<file path="config.mk">
export PLATFORM = sky130hd
export DESIGN_NAME = key_event
export DESIGN_NICKNAME = d
export VERILOG_FILES = /design/src/rtl/key_event.sv
export SDC_FILE = /design/constraint.sdc
export NUM_CORES = 1
export LEC_CHECK = 0
export CORE_ASPECT_RATIO = 1.25
export CORE_MARGIN = 2
export CORE_UTILIZATION = 50
export DETAILED_ROUTE_END_ITERATION = 10
export GPL_TIMING_DRIVEN = 0
export PLACE_DENSITY = 0.7
export SYNTH_ARGS = -nofsm -noshare
export SYNTH_HDL_FRONTEND = slang
export SYNTH_SLANG_ARGS = --single-unit
</file>
<file path="constraint.sdc">
create_clock -name clk -period 2.4 [get_ports clk]
set_clock_uncertainty 0.2 [all_clocks]
set_input_delay 0.36 -clock clk [delete_from_list [all_inputs] [get_ports clk]]
set_output_delay 0.36 -clock clk [all_outputs]
set_load 0.03 [all_outputs]
</file>
<file path="src/rtl/key_event.sv">
// Per-key press / auto-repeat / release pulse generator for debounced, clock-synchronous keys.
// Each channel runs its own Idle -> Pressed -> Repeat machine and cycle counter.
module key_event #(
  parameter int unsigned N_KEYS        = 4,
  parameter int unsigned HOLD_CYCLES   = 50_000_000,
  parameter int unsigned REPEAT_CYCLES = 10_000_000
) (
  input  logic              clk,
  input  logic              rst_n,
  input  logic [N_KEYS-1:0] key_level,
  output logic [N_KEYS-1:0] key_press,
  output logic [N_KEYS-1:0] key_repeat,
  output logic [N_KEYS-1:0] key_release,
  output logic [N_KEYS-1:0] key_held
);

  localparam int unsigned MaxCycles  = (HOLD_CYCLES > REPEAT_CYCLES) ? HOLD_CYCLES : REPEAT_CYCLES;
  localparam int unsigned CntW       = $clog2(MaxCycles);
  localparam logic [CntW-1:0] HoldLast   = CntW'(HOLD_CYCLES - 1);
  localparam logic [CntW-1:0] RepeatLast = CntW'(REPEAT_CYCLES - 1);
  localparam logic [CntW-1:0] CntOne     = CntW'(1);

  typedef enum logic [1:0] {StIdle, StPressed, StRepeat} state_e;

  state_e            state_q [N_KEYS];
  state_e            state_d [N_KEYS];
  logic [CntW-1:0]   cnt_q   [N_KEYS];
  logic [CntW-1:0]   cnt_d   [N_KEYS];
  logic [N_KEYS-1:0] press_d, repeat_d, release_d, held_d;

  always_comb begin
    state_d   = state_q;
    cnt_d     = cnt_q;
    press_d   = '0;
    repeat_d  = '0;
    release_d = '0;
    held_d    = '0;
    for (int i = 0; i < N_KEYS; i++) begin
      unique case (state_q[i])
        StIdle: begin
          if (key_level[i]) begin
            press_d[i] = 1'b1;
            cnt_d[i]   = '0;
            state_d[i] = StPressed;
          end
        end
        StPressed: begin
          // Release is checked first so it wins over a repeat due on the same edge.
          if (!key_level[i]) begin
            release_d[i] = 1'b1;
            cnt_d[i]     = '0;
            state_d[i]   = StIdle;
          end else if (cnt_q[i] == HoldLast) begin
            repeat_d[i] = 1'b1;
            cnt_d[i]    = '0;
            state_d[i]  = StRepeat;
          end else begin
            cnt_d[i] = cnt_q[i] + CntOne;
          end
        end
        StRepeat: begin
          if (!key_level[i]) begin
            release_d[i] = 1'b1;
            cnt_d[i]     = '0;
            state_d[i]   = StIdle;
          end else if (cnt_q[i] == RepeatLast) begin
            repeat_d[i] = 1'b1;
            cnt_d[i]    = '0;
          end else begin
            cnt_d[i] = cnt_q[i] + CntOne;
          end
        end
        default: begin
          cnt_d[i]   = '0;
          state_d[i] = StIdle;
        end
      endcase
      held_d[i] = (state_d[i] == StRepeat);
    end
  end

  always_ff @(posedge clk) begin
    if (!rst_n) begin
      for (int i = 0; i < N_KEYS; i++) begin
        state_q[i] <= StIdle;
        cnt_q[i]   <= '0;
      end
      key_press   <= '0;
      key_repeat  <= '0;
      key_release <= '0;
      key_held    <= '0;
    end else begin
      state_q     <= state_d;
      cnt_q       <= cnt_d;
      key_press   <= press_d;
      key_repeat  <= repeat_d;
      key_release <= release_d;
      key_held    <= held_d;
    end
  end

endmodule

</file>
==> out/results.ini <==
[clock_network]
clk_pin_slew_ns=0.06
clkLatencyLatePin_ns=0.43
cts_root_buf=clkbuf_16
htreeDepth=4
clk_path_buf_depth=2
numCtsBuffers=17
cts.sinks=128
cts_tree=built

[flow_run]
maxCapViolCount=0

[min_path]
hold_depth=2
min_from=key_level[3]
hold_path_end=key_release[3]$_SDFF_PN0_
hp-class=in -> reg

[outcome]
violations=setup timing
status=complete, but fails checks

[floorplan]
core_area_sq_um=12700
initial_utilization_pct=51.5
dieArea_sq_um=14000
die_w_um=106
num_rows=46
die_h_um=132
ios=22

[placement]
hpwlAfterDp_um=11200
portBuffers=19
gp_congestion=0.907

[worst_setup_path]
cp.arrival_ns=2.75
worstPathRequired_ns=2.52
setup.worst_path.class=reg -> reg
max_stage_delay_ns=0.52
cp-start-kind=flop
timing.rr.end=cnt_q[90]$_SDFFE_PN0P_
crit_path_start=cnt_q[102]$_SDFFE_PN0P_
rr_startpoint=cnt_q[102]$_SDFFE_PN0P_
crit_chain=or4_4 -> or4_4 -> o41ai_4 -> a21oi_4 -> buf_4 -> a21o_1 -> a21o_1
rr_worst_depth=7
reg2reg_slack_ns=-0.23
cpMaxStageDelayCell=or4_4
critPathMaxFanout=9
worstSetupEndpointType=flop

[yosys]
ys_seq_area_share_pct=39.1
async_flop_share_pct=0
synth_fp_nets=836
syn_inst=810
synth_edf_count=0
ys_ff_latch=128
synth_common_cells=dfxtp_1, nand2_1, a21oi_1, nand3_1, a31oi_1
netlist_top_cells_area=dfxtp_1, a31oi_1, a21oi_1
yosys.area.top_type_share_pct=39.1
yosysUniqueCellTypes=58
yosys_most_used_dff=dfxtp_1
synth_most_common_cell=dfxtp_1
synth_top_area_cell=dfxtp_1
synth.avg_cell_area_sq_um=8.09
netlist_area_sq_um=6550
ys_warn_count=0

[drt]
viasPerCell=6.27
drt_pass1_iterations=5
drcViolationCount=0
first_iter_violations=369
postRouteWirelength_um=18200
drtAntennaViolNets=0
wl_per_cell_um=17.1
vias=6681

[power_and_ir_drop]
power_density_nw_per_um2=584
vdd_ir_drop_max_v=0.000457
power_uw=4970
p_leak_uw=0.00311

[global_routing]
grt_pass1_wl_um=29200
grt.overflow.total=0
grt_max_degree=17
grt_pass1_vias=6228
antenna_found_initial=0
grt_usage_pct=25.2

[sta]
worst_pin_slew_ns=0.778
max_clock_freq_mhz=381
layout_setup_ws_ns=-0.228
max-slew-margin-rel_pct=47.7
setup_violations=29
finalHoldViolCount=0
maxSlewViolCount=0
finalSetupTns_ns=-3.87
period_share_pct=109
grt_setup_unrepaired=yes
period_needed_ns=2.63
fin_hold_ws_ns=0.111

[cells_and_area]
drive_gt1_share_pct=20.7
num_antenna_cells=0
area_growth_pct=29.9
nets=911

[worst max-delay path by stage]
stage,endpoint,cells after the start
after global routing,cnt_q[90]$_SDFFE_PN0P_,7
after detailed placement,cnt_q[13]$_SDFFE_PN0P_,6
final,cnt_q[90]$_SDFFE_PN0P_,7
after global placement,cnt_q[13]$_SDFFE_PN0P_,6
after floorplan,cnt_q[94]$_SDFFE_PN0P_,7
after CTS,cnt_q[99]$_SDFFE_PN0P_,7
[worst max-delay path: cells and delay by family (launching register included)]
family,cells,cell delay [ns]
and+or+nand+nor,2,1.00
AOI/OAI and AO/OA,4,0.80
DFF,1,0.33
buffers and inverters,1,0.18
[metrics by stage]
stage | instances | instance area, sq um | setup WS, ns | utilization [%]
floorplan | 810 | 6620 | -0.0150 | -
global placement | 997 | 7020 | -0.648 | 55.2
detailed placement | 997 | 7020 | -0.732 | 55.2
CTS | 1054 | 8170 | -0.212 | 64.2
global route | 1065 | 8510 | -0.295 | 66.9
finish | 1065 | 8510 | -0.228 | 66.9
[cell families (layout without fill, tap and decap cells)]
logic type | count (synthesis) | count (layout) | synth area share (%)
AND/OR/NAND/NOR | 356 | 356 | 28.9
flip-flops | 128 | 128 | 39.1
XOR/XNOR | 13 | 13 | 1.74
AO/OA/AOI/OAI | 225 | 225 | 21.5
adder cells (fa/ha/maj) | 20 | 20 | 3.82
multiplexers | 9 | 9 | 1.41
buffers and inverters | 59 | 146 | 3.51
[layout by cell type, fill, tap and decap left out, drive strengths merged, types with 6 or more instances in the layout]
master,Yosys,final
xnor2,6,6
clkbuf,25,43
and2,12,12
inv,29,29
and3,28,28
dfxtp,128,128
ha,20,20
nor4b,7,7
nor2b,6,6
mux2i,7,7
o21ai,43,43
a22o,13,13
clkdlybuf4s50,0,19
a21o,11,11
nor2,43,43
nand2b,22,22
and4,9,9
nand4,22,22
or3,16,16
buf,5,49
nand3,65,65
a31oi,56,56
nand2,80,80
a21oi,68,68
nor3,19,19
nor4,10,10
xor2,7,7
[report_power, final]
| group | internal, uW | switching [uW] |
|---|---|---|
| clock network | 1630 | 944 |
| logic | 97.9 | 159 |
| registers | 2130 | 12.3 |
| total | 3860 | 1110 |
[state kept, by name (all words and copies together), names as in the netlist]
signal       flops
key_held         4
key_press        4
state_q          8
key_release      4
key_repeat       4
cnt_q          104
[layer usage]
layer,GRT usage [%],wire length [um],share of wire (%),vias up
met5,0,0,0,-
met4,13.9,554,3.0,0
met3,5.09,912,5.0,57
met2,41.5,9340,51,232
met1,30.4,7410,41,3232
li1,-,-,-,3160
[cell type report]
type	instances	area, sq um
tap	168	210
sequential	128	2610
clock buffer	25	495
clock inverter	6	80.1
timing repair buffer	59	499
multi-input combinational	623	4280
fill	991	4210
inverter	29	109
buffer	27	236
[timing repair]
| item | CTS | global route |
|---|---|---|
| gates cloned | 4 | 0 |
| setup buffers | 23 | 14 |
| pin swaps | 23 | 22 |
| gates resized for setup | 97 | 70 |
| setup endpoints to repair | 105 | 108 |
| hold buffers | 0 | 0 |
Power figures use the tool's default switching activity.
